==> config.mk <==
export PLATFORM = sky130hd
export DESIGN_NAME = iterative_shift_unit
export DESIGN_NICKNAME = d
export VERILOG_FILES = /design/src/rtl/iterative_shift_unit_pkg.sv /design/src/rtl/iterative_shift_unit_shift_step.sv /design/src/rtl/iterative_shift_unit.sv
export SDC_FILE = /design/constraint.sdc
export NUM_CORES = 1
export LEC_CHECK = 0
export CAP_MARGIN = 25
export CORE_MARGIN = 4
export CORE_UTILIZATION = 40
export DETAILED_ROUTE_END_ITERATION = 10
export GPL_ROUTABILITY_DRIVEN = 0
export PLACE_DENSITY = 0.77
export SLEW_MARGIN = 10
export SYNTH_ARGS = -nofsm -noshare
export SYNTH_HDL_FRONTEND = slang
export SYNTH_SLANG_ARGS = --single-unit
==> constraint.sdc <==
create_clock -name clk -period 2.5 [get_ports clk]
set_input_delay 0.5 -clock clk [delete_from_list [all_inputs] [get_ports clk]]
set_output_delay 0.5 -clock clk [all_outputs]
set_load 0.02 [all_outputs]
==> src/rtl/iterative_shift_unit_pkg.sv <==
// Shared types for the iterative shift unit: operation encoding and FSM states.
package shift_unit_pkg;

    // Operation encoding as presented by the control unit.
    typedef enum logic [1:0] {
        SH_SLL = 2'b00,
        SH_RSV = 2'b01,
        SH_SRL = 2'b10,
        SH_SRA = 2'b11
    } shift_op_e;

    // Controller states.
    typedef enum logic [1:0] {
        IDLE,
        SHIFT,
        DONE
    } shift_state_e;

endpackage

==> src/rtl/iterative_shift_unit_shift_step.sv <==
// One combinational shift step of k bits.
// The arithmetic right shift takes its fill from an explicit bit rather than
// from value[WIDTH-1], so repeated steps keep extending the original sign.
module shift_step
    import shift_unit_pkg::*;
#(
    parameter int WIDTH   = 32,
    parameter int SHAMT_W = 5
) (
    input  logic [1:0]         op,
    input  logic [SHAMT_W-1:0] k,
    input  logic [WIDTH-1:0]   value,
    input  logic               fill,
    output logic [WIDTH-1:0]   shifted
);

    logic signed [WIDTH:0] ext;
    logic signed [WIDTH:0] ext_sra;

    // Select the shift flavour; SRA shifts a fill-extended copy so vacated bits take the fill bit.
    always_comb begin
        ext     = {fill, value};
        ext_sra = ext >>> k;
        shifted = value;
        case (shift_op_e'(op))
            SH_SLL:  shifted = value << k;
            SH_SRL:  shifted = value >> k;
            SH_SRA:  shifted = ext_sra[WIDTH-1:0];
            default: shifted = value;
        endcase
    end

endmodule

==> src/rtl/iterative_shift_unit.sv <==
// Multi-cycle variable shifter (SLL/SRL/SRA) with request and result
// valid/ready handshakes. Shifts at most STEP bits per cycle.
module iterative_shift_unit
    import shift_unit_pkg::*;
#(
    parameter int WIDTH   = 32,
    parameter int SHAMT_W = 5,
    parameter int STEP    = 1
) (
    input  logic               clk,
    input  logic               reset,
    input  logic               start_valid,
    output logic               start_ready,
    input  logic [1:0]         op,
    input  logic [SHAMT_W-1:0] shamt,
    input  logic [WIDTH-1:0]   data_in,
    output logic [WIDTH-1:0]   result,
    output logic               result_valid,
    input  logic               result_ready,
    output logic               busy
);

    shift_state_e       state;
    shift_state_e       next_state;
    shift_op_e          op_q;
    logic [SHAMT_W-1:0] rem;
    logic [SHAMT_W-1:0] k;
    logic [SHAMT_W-1:0] rem_next;
    logic               fill;
    logic               accept;
    logic [WIDTH-1:0]   shifted;

    // Step size this cycle: the full STEP unless fewer bits remain.
    always_comb begin
        k = SHAMT_W'(STEP);
        if (int'(rem) < STEP) begin
            k = rem;
        end
        rem_next = rem - k;
    end

    shift_step #(
        .WIDTH   (WIDTH),
        .SHAMT_W (SHAMT_W)
    ) u_step (
        .op      (op_q),
        .k       (k),
        .value   (result),
        .fill    (fill),
        .shifted (shifted)
    );

    // State register.
    always_ff @(posedge clk) begin
        if (reset) begin
            state <= IDLE;
        end else begin
            state <= next_state;
        end
    end

    // Next-state and handshake outputs.
    always_comb begin
        next_state   = state;
        start_ready  = 1'b0;
        result_valid = 1'b0;
        busy         = 1'b0;
        accept       = 1'b0;
        case (state)
            IDLE: begin
                start_ready = 1'b1;
                accept      = start_valid;
                if (start_valid) begin
                    if (shamt == '0 || shift_op_e'(op) == SH_RSV) begin
                        next_state = DONE;
                    end else begin
                        next_state = SHIFT;
                    end
                end
            end
            SHIFT: begin
                busy = 1'b1;
                if (rem_next == '0) begin
                    next_state = DONE;
                end
            end
            DONE: begin
                busy         = 1'b1;
                result_valid = 1'b1;
                if (result_ready) begin
                    next_state = IDLE;
                end
            end
            default: next_state = IDLE;
        endcase
    end

    // Operand capture on accept, then one step per SHIFT cycle; held otherwise.
    always_ff @(posedge clk) begin
        if (reset) begin
            result <= '0;
            rem    <= '0;
            op_q   <= SH_SLL;
            fill   <= 1'b0;
        end else if (accept) begin
            result <= data_in;
            rem    <= shamt;
            op_q   <= shift_op_e'(op);
            fill   <= data_in[WIDTH-1];
        end else if (state == SHIFT) begin
            result <= shifted;
            rem    <= rem_next;
        end
    end

endmodule
==> impl_metrics.json, run 1 <==
{
  "htree_levels": 2,
  "antenna_found_initial": 0,
  "cts.hold.buffers_added": 0,
  "grt_util_all_layers_pct": 17.9,
  "crit_path_end_kind": "primary output",
  "diodes": 0,
  "hold_viol_final": 0,
  "fmax_mhz": 466,
  "peakVddDrop_mv": 0.893,
  "initial_core_util_pct": 42.1,
  "vias": 2437,
  "syn_nets": 338,
  "synth-simple-area-share_pct": 11.9,
  "yosysTopAreaCell": "dfxtp_1",
  "synth_xor_area_share_pct": 0.686,
  "grt_pass1_wl_um": 11200,
  "cts_setup_buffers": 0,
  "cts_tree": "yes",
  "drt_iter0_drc": 163,
  "placed_area_sq_um": 3360,
  "numClockSinks": 42,
  "final_area_sq_um": 3480,
  "die_h_um": 87.9,
  "synth_warnings": 0,
  "die_w_um": 87.9,
  "cp_max_fo": 7,
  "synth_area_leaders": "dfxtp_1 (33%), mux2i_1 (12%), a211oi_2 (8.8%)",
  "holdCritPathClass": "register to register",
  "status": "finished clean",
  "synth_seq_cells": 42,
  "cp_slowest_stage_delay_ns": 0.65,
  "synth_fa_ha_area_share_pct": 1.96,
  "path_cells": "inv_1 > ha_1 > clkdlybuf4s50_1",
  "path_depth": 3,
  "synth_area_sq_um": 2550,
  "cp_slowest_cell": "clkdlybuf4s50_1",
  "cts_buffers": 5,
  "synth_cell_type_count": 42,
  "ff2ff_path_depth": 7,
  "p_leak_nw": 1.23,
  "wire_per_inst_um": 15.9,
  "post_cts_resized": 0,
  "layout.nets": 402,
  "powerDensity_nw_per_um2": 1290,
  "syn_area_per_cell_sq_um": 8.77,
  "worst_clock_skew_ns": 0.00741,
  "core_sq_um": 6060,
  "worstHoldPathCells": 2,
  "crit_buf_inv": 2,
  "drt-total-wl_um": 6860,
  "first_global_vias": 2360,
  "worstPathRequired_ns": 2.00,
  "overflow": 0,
  "io_pins": 78,
  "rsz0062_at_grt": "no",
  "hpwl_um": 4710,
  "clk_pin_slew_worst_paths_ns": 0.08,
  "tightest_slew_ns": 0.558,
  "totalNegativeSetupSlack_ns": 0,
  "synthCells": 291,
  "die_area_sq_um": 7720,
  "synth_top_family_by_area": "compound AO/OA/AOI/OAI gates",
  "max-cap-violations": 0,
  "crit_type": "register to primary output",
  "async_flop_share_pct": 0,
  "rows": 28,
  "port_buffers": 77,
  "area_growth_pct": 36.2,
  "min_period_ns": 2.15,
  "cp-start-kind": "register",
  "ant_nets": 0,
  "finalCritPeriodShare_pct": 85.9,
  "post-place-ws_ns": 0.399,
  "synth-compound-area-share_pct": 33.0,
  "critical_path.top_delay_family": "buffers and inverters",
  "clkLatencyLatePin_ns": 0.30,
  "synth_commonest_cells": "dfxtp_1 (42), nand2_1 (42), mux2i_1 (31)",
  "ys_seq_area_share_pct": 32.9,
  "cts_root_buffer": "clkbuf_8",
  "drive_gt1_share_pct": 11.5,
  "firstDrtPassIters": 4,
  "setup_ws_ns": 0.352,
  "synth_top_area_share_pct": 32.9,
  "synth.area.mux_share_pct": 13.0,
  "critPathArrivalTime_ns": 1.65,
  "grt_max_degree": 57,
  "slew_viol_final": 0,
  "clock_path_buffers": 2,
  "synth_ff_type": "dfxtp_1",
  "synth-edff-count": 0,
  "whs_ns": 0.465,
  "slew_headroom_pct": 62.6,
  "setup_viol_count_final": 0,
  "avgViaCountPerCell": 5.65,
  "drc": 0
}
worst min-delay path, delay by kind of cell (launching register included):
family / cells / cell delay [ns]
and+or+nand+nor: 1 / 0.05
DFF: 1 / 0.32
AOI/OAI and AO/OA: 1 / 0.05
routing by layer:
metal	share of wire, %	vias to the layer above	global-route usage [%]
li1	-	1218	-
met3	6.2	8	3.67
met2	44	75	28.1
met1	48	1136	25.0
met5	0	-	0
met4	1.2	0	4.88
flip-flops by register name (all words and copies together), names as in the netlist:
name	count
op_q	2
state	2
fill	1
rem	5
result	32
where the power goes:
group / internal [mW] / switching [mW] / leakage, nW
Sequential: 0.892 / 0.269 / 0.346
Combinational: 1.21 / 1.55 / 0.830
Clock: 0.299 / 0.246 / 0.0585
Total: 2.40 / 2.07 / 1.23
worst paths after layout:
| check | from | slack (ns) | endpoint |
|---|---|---|---|
| min | fill$_SDFFE_PP0P_ | 0.47 | fill$_SDFFE_PP0P_ |
| max reg2reg | rem[1]$_SDFFE_PP0N_ | 0.60 | rem[4]$_SDFFE_PP0N_ |
| min reg2reg | fill$_SDFFE_PP0P_ | 0.47 | fill$_SDFFE_PP0P_ |
| max | state[0]$_SDFFE_PP0P_ | 0.35 | start_ready |
logic make-up (layout without fill, tap and decap cells):
family | count (synthesis) | count (layout)
DFF | 42 | 42
muxes | 33 | 33
buffers and inverters | 36 | 101
xor gates and xnor gates | 2 | 2
and+or+nand+nor | 66 | 66
AOI/OAI and AO/OA | 108 | 108
adders and majority gates | 4 | 4
cell type report:
type	count	area [sq um]
clock buffers	5	68.8
fillers	556	2580
repair buffers	85	851
well taps	75	93.8
flip-flops and latches	42	842
clock inverters	3	43.8
inverters	8	30.0
multi-input cells	213	1550
metrics by stage:
step / util (%) / total power, mW / instances
2_1_floorplan: - / 3.12 / 291
5_1_grt: 57.3 / 4.83 / 431
4_1_cts: 57.3 / 4.49 / 431
3_5_place_dp: 55.5 / 3.93 / 423
3_3_place_gp: 55.5 / 3.86 / 423
6_report: 57.3 / 4.47 / 431
layout by cell type, fill, tap and decap left out, drive strengths merged, types with 2 or more instances in the layout:
cell type and instances:
clkdlybuf4s50 76, nand2 42, dfxtp 42, mux2i 31
a21oi 27, a211oi 24, o22ai 19, o31ai 12
nor2 10, inv 9, buf 9, a32o 8
clkbuf 5, o21ai 5, ha 4, o2111ai 3
a21o 2, nand2b 2, and2 2, mux2 2
nor3b 2, nor3 2
(Power assumes the default switching activity.)
==> run 2: changes to the inputs <==
CORE_MARGIN = 2   (was 4)
==> impl_metrics.json, run 2 (synthesized netlist as in run 1, its figures left out) <==
{
  "grt_pass1_wl_um": 11300,
  "htree_levels": 2,
  "io_pins": 78,
  "diodes": 0,
  "slew_headroom_pct": 63.9,
  "grt_max_degree": 45,
  "die_h_um": 83.9,
  "final_common_cell": "clkdlybuf4s50_1",
  "port_buffers": 77,
  "p_leak_nw": 1.25,
  "die_w_um": 83.9,
  "hold_viol_final": 0,
  "worstPathRequired_ns": 2.00,
  "setup_viol_count_final": 0,
  "rows": 29,
  "cts_buffers": 5,
  "clock_path_buffers": 2,
  "stdcell_count": 434,
  "crit_type": "register to primary output",
  "cp-start-kind": "register",
  "top_layer": "met4",
  "clk_pin_slew_worst_paths_ns": 0.08,
  "drive_gt1_share_pct": 11.8,
  "whs_ns": 0.480,
  "wl_met3_um": 343,
  "powerDensity_nw_per_um2": 1320,
  "min_period_ns": 2.16,
  "ff2ff_path_depth": 7,
  "totalNegativeSetupSlack_ns": 0,
  "worst_clock_skew_ns": 0.0117,
  "top_register": "result",
  "numClockSinks": 42,
  "layout_common_cells": "clkdlybuf4s50_1 (76), nand2_1 (42), dfxtp_1 (41), mux2i_1 (31), a21oi_1 (27)",
  "cts_tree": "yes",
  "largest_reg_flops": 32,
  "vias": 2496,
  "wl_met2_um": 3250,
  "area_growth_pct": 37.7,
  "clkLatencyLatePin_ns": 0.30,
  "path_cells": "inv_1 > ha_1 > clkdlybuf4s50_1",
  "wl_met1_um": 2980,
  "reg.largest.list": "result (32), rem (5)",
  "wire_per_inst_um": 15.5,
  "cp_max_fo": 7,
  "cts.hold.buffers_added": 0,
  "initial_core_util_pct": 40.7,
  "firstDrtPassIters": 5,
  "max-cap-violations": 0,
  "drt_iter0_drc": 175,
  "drc": 0,
  "overflow": 0,
  "hpwl_um": 4720,
  "slew_viol_final": 0,
  "cp_slowest_stage_delay_ns": 0.65,
  "cp_slowest_cell": "clkdlybuf4s50_1",
  "status": "finished clean",
  "drt-total-wl_um": 6730,
  "first_global_vias": 2369,
  "rsz0062_at_grt": "no",
  "peakVddDrop_mv": 0.959,
  "finalCritPeriodShare_pct": 86.4,
  "place_inst": 426,
  "layout.nets": 403,
  "fmax_mhz": 463,
  "avgViaCountPerCell": 5.75,
  "grt_util_all_layers_pct": 19.2,
  "ant_nets": 0,
  "cts_root_buffer": "clkbuf_8",
  "post_cts_resized": 0,
  "core_sq_um": 6280,
  "holdCritPathClass": "register to register",
  "tightest_slew_ns": 0.541,
  "die_area_sq_um": 7040,
  "placed_area_sq_um": 3370,
  "critPathArrivalTime_ns": 1.66,
  "final_area_sq_um": 3520,
  "cts_setup_buffers": 0,
  "crit_path_end_kind": "primary output",
  "antenna_found_initial": 0,
  "worstHoldPathCells": 2
}
run 2: changes by cell type in the layout (fill, tap and decap cells not counted):
cell       previous run  this run
clkinv_2              1         0
buf_4                 6         7
bufinv_16             1         2
clkbuf_8              5         6
inv_6                 1         0
run 2: power by group:
part / total (mW) / internal [mW] / switching (mW) / leakage (nW)
sequential: 1.15 / 0.893 / 0.262 / 0.346
clock: 0.661 / 0.426 / 0.235 / 0.0714
combinational: 2.81 / 1.24 / 1.57 / 0.835
run 2: critical path: cells and delay by family, from the launching register on:
kind / cells / cell delay (ns)
fa+ha+maj: 1 / 0.28
buf+inv: 2 / 0.73
flops: 1 / 0.34
run 2: path summary, 6_finish.rpt:
| check | startpoint | end | slack, ns |
|---|---|---|---|
| hold / removal | fill$_SDFFE_PP0P_ | fill$_SDFFE_PP0P_ | 0.48 |
| setup / recovery | state[0]$_SDFFE_PP0P_ | start_ready | 0.34 |
| hold reg to reg | fill$_SDFFE_PP0P_ | fill$_SDFFE_PP0P_ | 0.48 |
| setup reg to reg | state[0]$_SDFFE_PP0P_ | result[26]$_SDFFE_PP0P_ | 0.51 |
run 2: per-layer routing:
layer  track usage [%]  vias up
li1                  -     1217
met1              24.6     1176
met5                 0        -
met2              31.7       87
met4              6.60        0
met3              4.55       16
run 2: layout make-up:
class / count / area [sq um]
inverter: 8 / 30.0
fill: 586 / 2760
clock buffer: 6 / 82.6
clock inverter: 2 / 60.1
tap: 77 / 96.3
multi-input combinational: 213 / 1550
timing repair buffer: 86 / 858
sequential: 42 / 842
run 2: per-stage QoR:
step                      setup WS (ns)  utilization, %  power [mW]
after detailed placement          0.218            53.7        3.94
after global placement            0.340            53.7        3.88
after CTS                         0.343            56.0        4.61
after floorplan                   0.677               -        3.12
after global routing              0.253            56.0        4.94
final                             0.340            56.0        4.62
